**src/rtl/mc_controller_if.sv**
```systemverilog
// Control bundle between the multicycle MIPS controller and its datapath.
// The controller (master) reads op/funct/zero and drives every datapath control.
interface mc_controller_if #(
   parameter int ALUCTRL_W = 5,
   parameter int CNT_W     = 32
);
   logic [5:0]           op;
   logic [5:0]           funct;
   logic                 zero;
   logic                 iord;
   logic                 memwrite;
   logic                 irwrite;
   logic                 regdst;
   logic                 memtoreg;
   logic                 regwrite;
   logic                 alusrca;
   logic [1:0]           alusrcb;
   logic [1:0]           pcsrc;
   logic                 pcen;
   logic [ALUCTRL_W-1:0] alucontrol;
   logic                 illegal;
   logic [CNT_W-1:0]     instret;
   logic [3:0]           state;

   modport master (
      input  op, funct, zero,
      output iord, memwrite, irwrite, regdst, memtoreg, regwrite, alusrca,
             alusrcb, pcsrc, pcen, alucontrol, illegal, instret, state
   );

   modport slave (
      output op, funct, zero,
      input  iord, memwrite, irwrite, regdst, memtoreg, regwrite, alusrca,
             alusrcb, pcsrc, pcen, alucontrol, illegal, instret, state
   );
endinterface

```
**src/rtl/mc_controller.sv**
```systemverilog
// Multicycle MIPS control unit: Moore FSM sequencing each instruction over
// 3-5 cycles, with optional bne decode and a retired-instruction counter.
module mc_controller #(
   parameter int ALUCTRL_W = 5,
   parameter bit EN_BNE    = 1'b1,
   parameter int CNT_W     = 32
) (
   input  logic            clk,
   input  logic            reset,
   mc_controller_if.master bus
);
   typedef enum logic [3:0] {
      S_FETCH   = 4'd0,
      S_DECODE  = 4'd1,
      S_MEMADR  = 4'd2,
      S_MEMRD   = 4'd3,
      S_MEMWB   = 4'd4,
      S_MEMWR   = 4'd5,
      S_EXECUTE = 4'd6,
      S_ALUWB   = 4'd7,
      S_BRANCH  = 4'd8,
      S_ADDIEX  = 4'd9,
      S_ADDIWB  = 4'd10,
      S_JUMP    = 4'd11
   } state_e;

   localparam logic [5:0] OP_R    = 6'b000000;
   localparam logic [5:0] OP_LW   = 6'b100011;
   localparam logic [5:0] OP_SW   = 6'b101011;
   localparam logic [5:0] OP_BEQ  = 6'b000100;
   localparam logic [5:0] OP_BNE  = 6'b000101;
   localparam logic [5:0] OP_ADDI = 6'b001000;
   localparam logic [5:0] OP_J    = 6'b000010;

   localparam logic [ALUCTRL_W-1:0] ALU_ADD = ALUCTRL_W'(5'b00010);
   localparam logic [ALUCTRL_W-1:0] ALU_SUB = ALUCTRL_W'(5'b00110);
   localparam logic [ALUCTRL_W-1:0] ALU_AND = ALUCTRL_W'(5'b00000);
   localparam logic [ALUCTRL_W-1:0] ALU_OR  = ALUCTRL_W'(5'b00001);
   localparam logic [ALUCTRL_W-1:0] ALU_SLT = ALUCTRL_W'(5'b00111);

   state_e             state_q, state_d;
   logic [CNT_W-1:0]   instret_q, instret_d;
   logic               is_lw, is_sw, is_r, is_beq, is_bne, is_addi, is_j, op_ok;
   logic               funct_ok;
   logic [ALUCTRL_W-1:0] funct_alu;
   logic               retire;

   always_comb begin
      is_lw   = (bus.op == OP_LW);
      is_sw   = (bus.op == OP_SW);
      is_r    = (bus.op == OP_R);
      is_beq  = (bus.op == OP_BEQ);
      is_bne  = (bus.op == OP_BNE) && EN_BNE;
      is_addi = (bus.op == OP_ADDI);
      is_j    = (bus.op == OP_J);
      op_ok   = is_lw | is_sw | is_r | is_beq | is_bne | is_addi | is_j;
   end

   // Unknown funct falls back to add so the ALU sees a benign operation.
   always_comb begin
      funct_ok  = 1'b1;
      funct_alu = ALU_ADD;
      case (bus.funct)
         6'b100000: funct_alu = ALU_ADD;
         6'b100010: funct_alu = ALU_SUB;
         6'b100100: funct_alu = ALU_AND;
         6'b100101: funct_alu = ALU_OR;
         6'b101010: funct_alu = ALU_SLT;
         default:   funct_ok  = 1'b0;
      endcase
   end

   always_comb begin
      state_d = S_FETCH;
      retire  = 1'b0;
      case (state_q)
         S_FETCH:   state_d = S_DECODE;
         S_DECODE: begin
            if (is_lw | is_sw)        state_d = S_MEMADR;
            else if (is_r)            state_d = S_EXECUTE;
            else if (is_beq | is_bne) state_d = S_BRANCH;
            else if (is_addi)         state_d = S_ADDIEX;
            else if (is_j)            state_d = S_JUMP;
            else                      state_d = S_FETCH;
         end
         S_MEMADR:  state_d = is_lw ? S_MEMRD : S_MEMWR;
         S_MEMRD:   state_d = S_MEMWB;
         S_EXECUTE: state_d = funct_ok ? S_ALUWB : S_FETCH;
         S_ADDIEX:  state_d = S_ADDIWB;
         S_MEMWB, S_MEMWR, S_ALUWB, S_ADDIWB, S_BRANCH, S_JUMP: begin
            state_d = S_FETCH;
            retire  = 1'b1;
         end
         default:   state_d = S_FETCH;
      endcase
      instret_d = retire ? instret_q + 1'b1 : instret_q;
   end

   always_ff @(posedge clk or posedge reset) begin
      if (reset) begin
         state_q   <= S_FETCH;
         instret_q <= '0;
      end else begin
         state_q   <= state_d;
         instret_q <= instret_d;
      end
   end

   // Reset gates every control low so nothing is written while it is held.
   always_comb begin
      bus.iord       = 1'b0;
      bus.memwrite   = 1'b0;
      bus.irwrite    = 1'b0;
      bus.regdst     = 1'b0;
      bus.memtoreg   = 1'b0;
      bus.regwrite   = 1'b0;
      bus.alusrca    = 1'b0;
      bus.alusrcb    = 2'b00;
      bus.pcsrc      = 2'b00;
      bus.pcen       = 1'b0;
      bus.alucontrol = ALU_AND;
      bus.illegal    = 1'b0;
      case (state_q)
         S_FETCH: begin
            bus.irwrite    = 1'b1;
            bus.alusrcb    = 2'b01;
            bus.alucontrol = ALU_ADD;
            bus.pcen       = 1'b1;
         end
         S_DECODE: begin
            bus.alusrcb    = 2'b11;
            bus.alucontrol = ALU_ADD;
            bus.illegal    = ~op_ok;
         end
         S_MEMADR, S_ADDIEX: begin
            bus.alusrca    = 1'b1;
            bus.alusrcb    = 2'b10;
            bus.alucontrol = ALU_ADD;
         end
         S_MEMRD:  bus.iord = 1'b1;
         S_MEMWB: begin
            bus.regwrite = 1'b1;
            bus.memtoreg = 1'b1;
         end
         S_MEMWR: begin
            bus.iord     = 1'b1;
            bus.memwrite = 1'b1;
         end
         S_EXECUTE: begin
            bus.alusrca    = 1'b1;
            bus.alucontrol = funct_alu;
            bus.illegal    = ~funct_ok;
         end
         S_ALUWB: begin
            bus.regdst   = 1'b1;
            bus.regwrite = 1'b1;
         end
         S_BRANCH: begin
            bus.alusrca    = 1'b1;
            bus.alucontrol = ALU_SUB;
            bus.pcsrc      = 2'b01;
            bus.pcen       = (is_beq & bus.zero) | (is_bne & ~bus.zero);
         end
         S_ADDIWB: bus.regwrite = 1'b1;
         S_JUMP: begin
            bus.pcsrc = 2'b10;
            bus.pcen  = 1'b1;
         end
         default: ;
      endcase
      if (reset) begin
         bus.iord       = 1'b0;
         bus.memwrite   = 1'b0;
         bus.irwrite    = 1'b0;
         bus.regdst     = 1'b0;
         bus.memtoreg   = 1'b0;
         bus.regwrite   = 1'b0;
         bus.alusrca    = 1'b0;
         bus.alusrcb    = 2'b00;
         bus.pcsrc      = 2'b00;
         bus.pcen       = 1'b0;
         bus.alucontrol = '0;
         bus.illegal    = 1'b0;
      end
   end

   assign bus.state   = state_q;
   assign bus.instret = instret_q;
endmodule

```
**src/flat_wrapper.sv**
```systemverilog
// flat-port wrapper written by rule: the top's interface ports become plain ports
module mc_controller_flat 
#(
   parameter int ALUCTRL_W = 5,
   parameter bit EN_BNE    = 1'b1,
   parameter int CNT_W     = 32
)
  (clk, reset, bus_op, bus_funct, bus_zero, bus_iord, bus_memwrite, bus_irwrite, bus_regdst, bus_memtoreg, bus_regwrite, bus_alusrca, bus_alusrcb, bus_pcsrc, bus_pcen, bus_alucontrol, bus_illegal, bus_instret, bus_state);
  mc_controller_if #(.ALUCTRL_W(ALUCTRL_W), .CNT_W(CNT_W)) bus_i ();
  input  logic clk;
  input  logic reset;
  input wire logic [$bits(bus_i.op)-1:0] bus_op;
  input wire logic [$bits(bus_i.funct)-1:0] bus_funct;
  input wire logic [$bits(bus_i.zero)-1:0] bus_zero;
  output wire logic [$bits(bus_i.iord)-1:0] bus_iord;
  output wire logic [$bits(bus_i.memwrite)-1:0] bus_memwrite;
  output wire logic [$bits(bus_i.irwrite)-1:0] bus_irwrite;
  output wire logic [$bits(bus_i.regdst)-1:0] bus_regdst;
  output wire logic [$bits(bus_i.memtoreg)-1:0] bus_memtoreg;
  output wire logic [$bits(bus_i.regwrite)-1:0] bus_regwrite;
  output wire logic [$bits(bus_i.alusrca)-1:0] bus_alusrca;
  output wire logic [$bits(bus_i.alusrcb)-1:0] bus_alusrcb;
  output wire logic [$bits(bus_i.pcsrc)-1:0] bus_pcsrc;
  output wire logic [$bits(bus_i.pcen)-1:0] bus_pcen;
  output wire logic [$bits(bus_i.alucontrol)-1:0] bus_alucontrol;
  output wire logic [$bits(bus_i.illegal)-1:0] bus_illegal;
  output wire logic [$bits(bus_i.instret)-1:0] bus_instret;
  output wire logic [$bits(bus_i.state)-1:0] bus_state;
  assign bus_i.op = bus_op;
  assign bus_i.funct = bus_funct;
  assign bus_i.zero = bus_zero;
  assign bus_iord = bus_i.iord;
  assign bus_memwrite = bus_i.memwrite;
  assign bus_irwrite = bus_i.irwrite;
  assign bus_regdst = bus_i.regdst;
  assign bus_memtoreg = bus_i.memtoreg;
  assign bus_regwrite = bus_i.regwrite;
  assign bus_alusrca = bus_i.alusrca;
  assign bus_alusrcb = bus_i.alusrcb;
  assign bus_pcsrc = bus_i.pcsrc;
  assign bus_pcen = bus_i.pcen;
  assign bus_alucontrol = bus_i.alucontrol;
  assign bus_illegal = bus_i.illegal;
  assign bus_instret = bus_i.instret;
  assign bus_state = bus_i.state;
  mc_controller #(.ALUCTRL_W(ALUCTRL_W), .EN_BNE(EN_BNE), .CNT_W(CNT_W)) u_core (.clk(clk), .reset(reset), .bus(bus_i));
endmodule
```
**config.mk**
```make
export PLATFORM = sky130hd
export DESIGN_NAME = mc_controller_flat
export DESIGN_NICKNAME = d
export VERILOG_FILES = /design/src/rtl/mc_controller_if.sv /design/src/rtl/mc_controller.sv /design/src/flat_wrapper.sv
export SDC_FILE = /design/constraint.sdc
export NUM_CORES = 1
export LEC_CHECK = 0
export ABC_CLOCK_PERIOD_IN_PS = 3400
export CORE_ASPECT_RATIO = 0.5
export CORE_MARGIN = 3
export CORE_UTILIZATION = 35
export DETAILED_ROUTE_END_ITERATION = 8
export PLACE_DENSITY = 0.73
export SLEW_MARGIN = 10
export SYNTH_ARGS = -nofsm -noshare
export SYNTH_HDL_FRONTEND = slang
export SYNTH_SLANG_ARGS = --single-unit
```
**constraint.sdc**
```tcl
create_clock -name clk -period 3.4 [get_ports clk]
set_clock_uncertainty 0.1 [all_clocks]
set_input_delay 0.34 -clock clk [delete_from_list [all_inputs] [get_ports clk]]
set_output_delay 0.34 -clock clk [all_outputs]
set_load 0.1 [all_outputs]
```
# After elaboration in Yosys (flattened, before gate mapping)
# Cells that the tools add are included.
[op_classes]
addsub = 1
eq_ne = 22
muxes = 35
bitwise = 13
reduce_logical = 10
[op_table]
columns = ["cell", "n"]
rows = [
  ["$eq A6 B6 Y1 const B", 7],
  ["$add A32 B1 Y32 const B", 1],
  ["$pmux W4 S6", 1],
  ["$mux W4", 5],
  ["$mux W1", 18],
  ["$eq A4 B3 Y1 const B", 4],
  ["$eq A4 B4 Y1 const B", 4],
  ["$pmux W5 S3", 1],
  ["$eq A6 B3 Y1 const B", 2],
  ["$pmux W3 S4", 1],
  ["$eq A4 B2 Y1 const B", 2],
  ["$or A1 B1 Y1", 8],
  ["$reduce_or A4 Y1", 2],
  ["$eq A6 B2 Y1 const B", 1],
  ["$eq A6 B4 Y1 const B", 1],
  ["$logic_not A6 Y1", 1],
  ["$mux W3", 2],
  ["$pmux W2 S3", 1],
  ["$reduce_or A2 Y1", 3],
  ["$reduce_or A6 Y1", 1],
  ["$mux W5", 1],
  ["$reduce_or A5 Y1", 1],
  ["$eq A4 B1 Y1 const B", 1],
  ["$logic_not A4 Y1", 1],
  ["other kinds (6)", 11],
]
[totals]
reg_bits = 36
input_bits = 15
out_inout_bits = 54
wordCells = 83

# Longest topological paths before layout
[depth]
word_depth = 10
depth_mapped = 7
ltp_nobuf = 5

# Worst setup path before layout
# Ideal clock, no wire load.
[synth_path]
kind = "register to output"
start = "register u_core.state_q[2] (netlist: u_core.bus.state[2])"
end = "output port bus_alucontrol[2]"
arrival_time_ns = 5.246
t_required_ns = 2.960
path_slack_ns = -2.286
stages_incl_launch_ff = 5
path_cell_list = "dfrtp_1 buf_2 nand2b_1 nor4_1 o21bai_1"
[synth_between]
elab_chain_len = 4
elab_cells_between_ends = 9
cone_classes = "eq/ne: 5; mux: 2; reduce/logical: 2"
[synth_rtl]
columns = ["item", "line", "source"]
rows = [
  ["start, declared", "mc_controller.sv:41", "state_e state_q, state_d;"],
  ["start signal, assigned", "mc_controller.sv:104", "state_q <= state_d;"],
  ["$eq A4 B2 Y1, or another cell as far along", "mc_controller.sv:123", "case (state_q)"],
  ["$reduce_or A4 Y1 (no source line)", "--", ""],
  ["$pmux W5 S3 (*)", "mc_controller.sv:123", ""],
  ["$mux W5 (*)", "mc_controller.sv:171", "if (reset) begin"],
  ["end, declared", "flat_wrapper.sv:25", "output wire logic [$bits(bus_i.alucontrol)-1:0] bus_alucontrol;"],
]
# Every way passes the cells marked *; elsewhere a longest branch is shown, timed or not.

# Final worst setup path
[layout_path]
start = "register u_core.state_q[3] (netlist: u_core.bus.state[3])"
end = "output port bus_alucontrol[2]"
# Same word-level chain as after synthesis.

==> impl_results.md <==
* Fin crit period at 2.91 ns
* Fmax at 0.344 GHz
* Via count at 1800
* Cell accounting for the most synthesized area: dfrtp_1
* Flop2flop setup slack at 0.68 ns
* Average cell area after synthesis at 9.71 um^2
* DRT Wirelength at 4970 um
* Vias in the first global route at 1757
* Cts bufs inserted at 5
* Max_cap viols at 0
* Rel. slew slack at 32.3%
* CTS Sinks at 36
* Max FO, Critical Path at 15
* Hold EP: u_core.bus.instret[31]
* H-tree depth at 2
* Layout cell share with drive strength beyond 1 at 18.4%
* Leak Pwr at 1.21 nW
* Wirelength per Cell at 14.3 um
* Comb power frac at 50.2%
* Hold buffers post-CTS at 0
* WP data required at 2.96 ns
* Reg area at 901 um^2
* Core footprint at 5270 um^2
* Post-CTS resize count at 0
* CTS tree: yes
* Largest net degree at the start of global routing at 37
* Area Overhead vs Synth at 48.2%
* Clock slew at reported path FFs at 0.06 ns
* R2R cell count at 5
* Worst flop-to-flop path endpoint: u_core.bus.instret[21]
* Post-synth EDFFs at 0
* Worst vdd ir at 470 uV
* HPWL Detailed at 3780 um
* Worst Max-Slew Pin Slew at 1.01 ns
* Sequential power share at 27.9%
* Initial Util at 38.7%
* I/O pin total at 69
* Tot GR Track Use at 15.8%
* Vias/cell at 5.19
* Mapped Cells at 210
* Crit path kind: reg -> out
* Area contributors post-synth: dfrtp_1, xnor2_1, nand4_1
* Library cells used by synthesis at 45
* Net Sw Power at 0.997 mW
* CP arrival at 2.47 ns
* Min-Delay Path Depth at 1
* Post-synthesis sequential area ratio at 44.2%
* Synth top area share at 44.2%
* Post-CTS Setup Inserts at 0
* Maximum clock path buffer count at 2
* Tcrit/Tclk final at 85.5%
* Antenna viol nets, final at 0
* Fraction of registers with async set/reset at 100%
* Most frequent cells in the layout: clkdlybuf4s50_1, dfrtp_1, xnor2_1, buf_4, nand2_1
* Worst setup EP type: output port
* Grt total ovfl at 0
* #FFs+latches synth at 36
* Initial antenna violation count at 0
* Final Hold Viols at 0
* RePlAce Congestion at 0.788
* Final setup fails at 0
* Final Max Slew Viols at 0
* Row count at 18
* Pwr Total at 2.01 mW
* Die W at 114 um
* Hold Path Origin: u_core.bus.instret[31]
* Post-synth top flop: dfrtp_1
* Detailed-router iteration count before antenna repair at 4
* CP Launch Type: flop
* Antenna diode count at 0
* Die area at 6830 um^2
* Clock power frac at 21.9%
* Nets at 292
* Initial DRC Count at 99
* Sw Ratio at 49.7%
* Ys Warns at 0
* Fill count at 498
* Post-synthesis cell area at 2040 um^2
* P per Cell Area at 664 nW/um^2
* Combined area of the multi-input logic cells at 1160 um^2
* Run status: complete, no violations
* Remaining DRCs at 0
* Hold WC Path Type: reg -> reg
* Pint at 1.01 mW
* I/O Buffers at 66
* Clk_lat worst skew at 0.28 ns
* RSZ-0062 raised after global routing: no
* R2R Path Start: u_core.bus.state[3]
* Hold Slack at 0.369 ns
* CTS root buffer: clkbuf_16
* Global-route wire length before repair at 8510 um
* Die Ht at 60.0 um
* Commonest non-fill, non-tap cell in the layout: clkdlybuf4s50_1
-- area by class of cell --
class / count / share of cell area (%)
Sequential cell: 36 / 29.8
Multi-Input combinational cell: 159 / 38.3
Timing Repair Buffer: 70 / 23.7
Tap cell: 70 / 2.90
Inverter: 4 / 0.497
Clock inverter: 3 / 0.621
Clock buffer: 5 / 4.14
-- per-stage QoR --
step	util [%]	TNS, ns	cells	area, um^2	setup slack (ns)
after detailed placement	54.6	0	339	2880	0.727
final	57.3	0	347	3020	0.493
after floorplan	-	-1.52	211	2140	-0.676
after global routing	57.3	0	347	3020	0.368
after global placement	54.6	0	339	2880	0.853
after CTS	57.3	0	347	3020	0.479
-- cells in the mapped netlist, drive strengths merged, types with 2 or more instances --
cell type / n
a21boi: 2
xnor2: 29
a221oi: 2
o32ai: 2
nor3b: 2
nor2b: 2
inv: 4
or4: 2
a211oi: 2
o22ai: 2
nand3: 16
xor2: 5
nor4b: 2
nand4: 13
or2: 2
o21ai: 2
clkbuf: 5
nor2: 14
dfrtp: 36
and4: 2
buf: 7
nand2b: 5
nor3: 4
and3: 6
a21oi: 6
nand2: 17
nor4: 4
-- power by group through the flow --
stage	logic (mW)	clock network, mW	registers, mW
5_1_grt	1.05	0.470	0.573
3_3_place_gp	1.00	0	0.567
3_5_place_dp	1.01	0	0.567
6_report	1.01	0.440	0.559
2_1_floorplan	0.534	0	0.815
4_1_cts	1.01	0.451	0.559
-- layer usage --
metal | wire [um] | global-route usage [%] | up-vias | share of wire [%]
met3 | 250 | 2.63 | 7 | 5.0
met2 | 2450 | 27.3 | 58 | 49
met1 | 2200 | 20.1 | 854 | 44
li1 | - | - | 881 | -
met5 | 0 | 0 | - | 0
met4 | 73 | 6.09 | 0 | 1.5
-- how the worst max path moves through the flow --
stage,startpoint,to,slack (ns),depth (start not counted)
finish,u_core.bus.state[3],bus_alucontrol[2],0.49,5
global route,u_core.bus.state[3],bus_alucontrol[2],0.37,5
CTS,u_core.bus.state[3],bus_alucontrol[2],0.48,5
detailed placement,u_core.bus.state[3],u_core.bus.instret[21],0.73,5
global placement,u_core.bus.state[3],bus_alucontrol[2],0.85,5
floorplan,u_core.bus.state[2],bus_alucontrol[2],-0.68,5
-- flip-flops by register name (all words and copies together) (netlist names) --
name	count
u_core.bus.state	4
u_core.bus.instret	32
-- critical path, stage by stage (launching register included) --
cell      delay (ns)
dfrtp_1         0.57
and2b_1         0.35
nand2_1         0.11
or4b_2          0.68
o21bai_1        0.26
buf_12          0.21
-- kinds of logic after synthesis --
logic type	Yosys count	synth area share [%]
AO/OA/AOI/OAI	26	9.45
adder cells (fa/ha/maj)	1	0.614
XOR/XNOR	34	14.6
multiplexers	1	0.552
AND/OR/NAND/NOR	95	26.4
flip-flops	36	44.2
buffers and inverters	16	3.99
other	1	0.184
No activity file was read; power rests on OpenSTA's default activity.
